$ cat src/rtl/dnn_sim_pkg.sv
// Shared helpers for the lane-alignment shifters: power-of-two rotate and config check.
// Also consumed by the forward-shifter bench model.
package dnn_sim_pkg;

  localparam int MAX_W       = 64;
  localparam int UNROT_CTRL  = 3;
  localparam int UNROT_WIDTH = 2 ** UNROT_CTRL;

  // Rotate the low `width` bits of data right by 2**k; bits at or above width come back 0.
  function automatic logic [MAX_W-1:0] rotr_pow2(input logic [MAX_W-1:0] data,
                                                 input int width, input int k);
    logic [MAX_W-1:0] r;
    int idx;
    r = '0;
    for (int j = 0; j < MAX_W; j++) begin
      if (j < width) begin
        idx  = (j + (1 << k)) % width;
        r[j] = data[idx[5:0]];
      end
    end
    return r;
  endfunction

  function automatic bit cfg_ok(input int ctrl, input int width);
    return (width == (1 << ctrl)) && (width <= MAX_W);
  endfunction

endpackage

$ cat src/rtl/unshift_stage.sv
// One elastic register stage of the un-shifter: conditionally rotates right by 2**K
// when shift bit K is set, carrying the shift amount and tag along unchanged.
module unshift_stage
  import dnn_sim_pkg::*;
#(
  parameter int WIDTH = 8,
  parameter int CTRL  = 3,
  parameter int TAGW  = 4,
  parameter int K     = 0
) (
  input  logic             clk,
  input  logic             rst,
  input  logic             in_valid,
  output logic             in_ready,
  input  logic [WIDTH-1:0] in_data,
  input  logic [CTRL-1:0]  in_shift,
  input  logic [TAGW-1:0]  in_tag,
  output logic             out_valid,
  input  logic             out_ready,
  output logic [WIDTH-1:0] out_data,
  output logic [CTRL-1:0]  out_shift,
  output logic [TAGW-1:0]  out_tag
);

  logic             v_q, v_d;
  logic [WIDTH-1:0] d_q, d_d;
  logic [CTRL-1:0]  s_q, s_d;
  logic [TAGW-1:0]  tag_q, tag_d;
  logic [WIDTH-1:0] d_rot;

  always_comb begin
    in_ready = !v_q || out_ready;
    d_rot    = WIDTH'(rotr_pow2(MAX_W'(in_data), WIDTH, K));
    v_d      = v_q;
    d_d      = d_q;
    s_d      = s_q;
    tag_d    = tag_q;
    // An empty or draining stage takes whatever is offered, including a bubble.
    if (in_ready) v_d = in_valid;
    if (in_valid && in_ready) begin
      d_d   = in_shift[K] ? d_rot : in_data;
      s_d   = in_shift;
      tag_d = in_tag;
    end
  end

  always_ff @(posedge clk or posedge rst) begin
    if (rst) begin
      v_q   <= 1'b0;
      d_q   <= '0;
      s_q   <= '0;
      tag_q <= '0;
    end else begin
      v_q   <= v_d;
      d_q   <= d_d;
      s_q   <= s_d;
      tag_q <= tag_d;
    end
  end

  assign out_valid = v_q;
  assign out_data  = d_q;
  assign out_shift = s_q;
  assign out_tag   = tag_q;

endmodule

$ cat src/rtl/unshifter_pipe.sv
// Pipelined rotate-right un-shifter, one stage per shift bit, valid/ready on both sides.
// Define UNROT_OCC_EN to add the `occ` port (count of occupied stages).
module unshifter_pipe
  import dnn_sim_pkg::*;
#(
  parameter int CTRL  = 3,
  parameter int WIDTH = 2 ** CTRL,
  parameter int TAGW  = 4
) (
  input  logic             clk,
  input  logic             rst,
  input  logic             in_valid,
  output logic             in_ready,
  input  logic [WIDTH-1:0] in_data,
  input  logic [CTRL-1:0]  in_shift,
  input  logic [TAGW-1:0]  in_tag,
  output logic             out_valid,
  input  logic             out_ready,
  output logic [WIDTH-1:0] out_data,
  output logic [TAGW-1:0]  out_tag
`ifdef UNROT_OCC_EN
  ,
  output logic [CTRL:0]    occ
`endif
);

  if (!cfg_ok(CTRL, WIDTH)) begin : g_cfg_err
    $error("unshifter_pipe: WIDTH must equal 2**CTRL");
  end

  logic [CTRL:0]            v;
  logic [CTRL:0][WIDTH-1:0] d;
  logic [CTRL:0][CTRL-1:0]  s;
  logic [CTRL:0][TAGW-1:0]  tag;
  logic                     unused_shift;

  assign v[0]   = in_valid;
  assign d[0]   = in_data;
  assign s[0]   = in_shift;
  assign tag[0] = in_tag;

  // Ready is chained through per-stage signals so the combinational path stays acyclic.
  for (genvar k = 0; k < CTRL; k++) begin : g_stage
    logic rdy;
    logic nxt_rdy;
    if (k == CTRL - 1) begin : g_last
      assign nxt_rdy = out_ready;
    end else begin : g_mid
      assign nxt_rdy = g_stage[k+1].rdy;
    end
    unshift_stage #(.WIDTH(WIDTH), .CTRL(CTRL), .TAGW(TAGW), .K(k)) u_stage (
      .clk      (clk),
      .rst      (rst),
      .in_valid (v[k]),
      .in_ready (rdy),
      .in_data  (d[k]),
      .in_shift (s[k]),
      .in_tag   (tag[k]),
      .out_valid(v[k+1]),
      .out_ready(nxt_rdy),
      .out_data (d[k+1]),
      .out_shift(s[k+1]),
      .out_tag  (tag[k+1])
    );
  end

  assign in_ready     = g_stage[0].rdy;
  assign out_valid    = v[CTRL];
  assign out_data     = d[CTRL];
  assign out_tag      = tag[CTRL];
  assign unused_shift = ^s[CTRL];

`ifdef UNROT_OCC_EN
  always_comb begin
    occ = '0;
    for (int k = 1; k <= CTRL; k++) occ = occ + (CTRL+1)'(v[k]);
  end
`endif

endmodule
$ cat config.mk
export PLATFORM = sky130hd
export DESIGN_NAME = unshifter_pipe
export DESIGN_NICKNAME = d
export VERILOG_FILES = /design/src/rtl/dnn_sim_pkg.sv /design/src/rtl/unshift_stage.sv /design/src/rtl/unshifter_pipe.sv
export SDC_FILE = /design/constraint.sdc
export NUM_CORES = 1
export LEC_CHECK = 0
export BUFFER_PORTS_ARGS = -buffer_cell sky130_fd_sc_hd__buf_2
export CAP_MARGIN = 20
export CORE_MARGIN = 2
export CORE_UTILIZATION = 30
export DETAILED_ROUTE_END_ITERATION = 7
export HOLD_SLACK_MARGIN = 0.08
export PLACE_DENSITY_LB_ADDON = 0.3
export SLEW_MARGIN = 20
export SYNTH_ARGS = -nofsm -noshare
export SYNTH_HDL_FRONTEND = slang
export SYNTH_HIERARCHICAL = 1
export SYNTH_SLANG_ARGS = --single-unit
$ cat constraint.sdc
create_clock -name clk -period 2.3 [get_ports clk]
set_input_delay 0.46 -clock clk [delete_from_list [all_inputs] [get_ports clk]]
set_output_delay 0.46 -clock clk [all_outputs]
set_load 0.02 [all_outputs]
==> impl_summary.md <==
Outcome
The flow ran to the end, and the final reports show no timing, DRC or antenna violations.

Clock network
The clock edge transition at the registers on the reported setup and hold paths is about 0.08 ns. The number of buffers between clock root and the deepest sink is 2. Post-CTS repair changed the size of 0 cells. The clock net sink count is 42. Counting the buffers created by CTS gives 5. Clock tree synthesis selected as its root buffer the cell clkbuf_8. The insertion delay to the later sink of the worst-skew pair is 0.30 ns.

For this design, the CTS-stage hold fixing added 0 buffers. The number of buffers inserted to repair setup after CTS is 0. CTS built an H-tree with a depth of 2. TritonCTS built the clock tree.

Yosys
The synthesized area per cell is 13.55 um^2. The count of synthesis-stage warnings from yosys is 6. The mapped cell area is about 0.0021 mm^2. The number of standard cells after synthesis is 156. Counting every net in the synthesized netlist gives 175.

Global route
The via count of the first global-routing pass came to between 1000 and 1500. The final global-route overflow total is 0. The first-pass GRT wire length is roughly 6 mm. The largest net degree at the start of global routing is 20.

The initial antenna violation count came to 0. Global routing used under 10% of the available tracks.

Die
The total die area is between 0.007 and 0.008 mm^2. The chip height is 87.93 um. The starting density of the core is 31.10%. After floorplanning, the core was divided into 30 placement rows.

The core region is 0.006794 mm^2. 33 I/O pins were placed. From left edge to right edge, the die measures 87.93 um.

Placement
Buffers placed on the I/O ports in this run total 32. After detailed placement, the total cell area comes to between 0.002 and 0.0025 mm^2. The wire-length estimate of the detail-placed layout is 2.505 mm. At the end of routability-driven placement, the weighted congestion stood at between 0.6 and 0.7.

Drt
The total vias in the final route is 1204. The first detailed-routing pass took 4 iterations. Dividing the detail-routed wire length by the instance count gives roughly 12 um.

The DRC violations left is 0. After the first detailed-routing iteration, the DRC count stood at 50. For this block, the routed nets add up to 3.410 mm of wire. The antenna violation net count after detailed routing is 0.

The via-per-instance ratio is 4.285.

Worst setup path
The peak per-stage delay on the critical path is 0.41 ns. The type of the worst setup path is reg -> out. The slowest stage of the critical path belongs to the cell dfrtp_1. At the worst endpoint, the required time is 1.84 ns. The worst register-to-register path has a depth of 5. Among the stages of the critical path, the cell type that occurs most often is nand2b_4. The combined buffer and inverter count along the critical path is 1. The worst setup path is captured at an output pin. Data arrives at the worst endpoint at roughly 1.4 ns. The sort of element at the start of the critical path is a register. Traced cell by cell, the critical path runs through nand2b_4 > nand2b_4 > nand2b_4 > buf_2. The peak fanout along the critical path is 19. Broken down by cell family, the worst path's largest delay share belongs to simple AND/OR/NAND/NOR gates. The cell depth of the worst setup path is 4.

Power
The leakage power of the design is 1.058 nW. Power spread over the standard cell area amounts to 934.9 mW/mm^2. The maximum vdd drop is 0.0002238 V.

The overall power after layout is 2.178 mW.

STA
The share of the clock period used by the worst path after layout is 80.10%. The largest clock skew in the final design is approximately 0.0086 ns. Setup repair after global routing left no endpoint under its margin. Headroom to the max-slew limit came out at 62.21%.

The timing-limited maximum frequency is roughly 0.54 GHz. The final-report hold violation count is 0. The count of pins over their slew limit was 0.

Setup violations remaining at the end of the flow were counted as 0. Across all hold checks on the routed design, the worst slack comes to 0.1992 ns. The clock period could shrink to 1.842 ns. For the pin with the worst max-slew slack, the measured transition is 0.5663 ns. The setup TNS after final layout is 0 ns.

Cells and area
The share of the core filled with cells is 34.29%. Cells with a size suffix above 1 make up a little over a third of the layout. The net count of the finished layout is 203.

The area growth from synthesis to layout is 10.24%. The final antenna diode count is 0. Summing all non-filler instances in the final layout gives an area of about 0.0023 mm^2.

Job
The max capacitance violation total is 0.

Worst hold path
The path class of the tightest hold or removal check is in -> async.
## path summary, 6_finish.rpt
| path | slack (ns) | end | start |
|---|---|---|---|
| hold reg to reg | 0.51 | g_stage[1].u_stage/out_tag[2]$_DFFE_PP0P_ | g_stage[0].u_stage/out_tag[2]$_DFFE_PP0P_ |
| min in group clk | 0.40 | g_stage[0].u_stage/out_tag[1]$_DFFE_PP0P_ | in_tag[1] |
| hold / removal | 0.20 | g_stage[2].u_stage/out_data[2]$_DFFE_PP0P_ | rst |
| setup / recovery | 0.46 | in_ready | g_stage[2].u_stage/out_valid$_DFFE_PP0P_ |
| setup reg to reg | 0.89 | g_stage[0].u_stage/out_tag[0]$_DFFE_PP0P_ | g_stage[2].u_stage/out_valid$_DFFE_PP0P_ |
| max in group asynchronous | 1.69 | g_stage[0].u_stage/out_data[3]$_DFFE_PP0P_ | rst |
## registers in the layout (all words and copies together), names as in the netlist
| signal | count |
|---|---|
| g_stage.u_stage/out_tag | 12 |
| g_stage.u_stage/out_valid | 3 |
| g_stage.u_stage/out_shift | 3 |
| g_stage.u_stage/out_data | 24 |
## worst reg2reg max path, stage by stage (launching register included)
cell and delay (ns):
dfrtp_1 0.41, nand2b_4 0.08, nand2b_4 0.12, nand2b_4 0.26
nand2_8 0.11, mux2_4 0.32
## metal layers
metal | share of wire (%) | wire, um | vias to the layer above | GRT usage, %
met4 | 1.6 | 55 | 0 | 3.776
li1 | - | - | 627 | -
met3 | 5.1 | 173 | 7 | 3.016
met2 | 39 | 1322 | 33 | 13.02
met5 | 0 | 0 | - | 0
met1 | 54 | 1858 | 537 | 14.78
## power by group
part	total (mW)	internal, mW	switching, mW
Sequential	1.07	0.925	0.146
Combinational	0.641	0.315	0.326
Clock	0.466	0.214	0.252
## area by class of cell
| type | instances | area, um^2 |
|---|---|---|
| fillers | 677 | 4464 |
| flip-flops and latches | 42 | 1051 |
| multi-input cells | 96 | 870.8 |
| repair buffers | 36 | 190.2 |
| well taps | 96 | 120.1 |
| clock buffers | 6 | 72.57 |
| clock inverters | 2 | 13.76 |
| inverters | 3 | 11.26 |
## placed cells by master, fill, tap and decap left out, drive strengths merged
| master | n |
|---|---|
| dfrtp | 42 |
| buf | 36 |
| mux2i | 24 |
| a31oi | 24 |
| a21oi | 24 |
| mux2 | 15 |
| clkbuf | 6 |
| nand2b | 3 |
| nand2 | 3 |
| inv | 3 |
| or2b | 3 |
| clkinv | 2 |
## stage by stage
step	instances	worst slack (ns)
after floorplan	156	0.1013
after global placement	273	0.5457
after detailed placement	273	0.5550
after CTS	281	0.4330
after global routing	281	0.3864
final	281	0.4576
No activity file was read; power rests on OpenSTA's default activity.
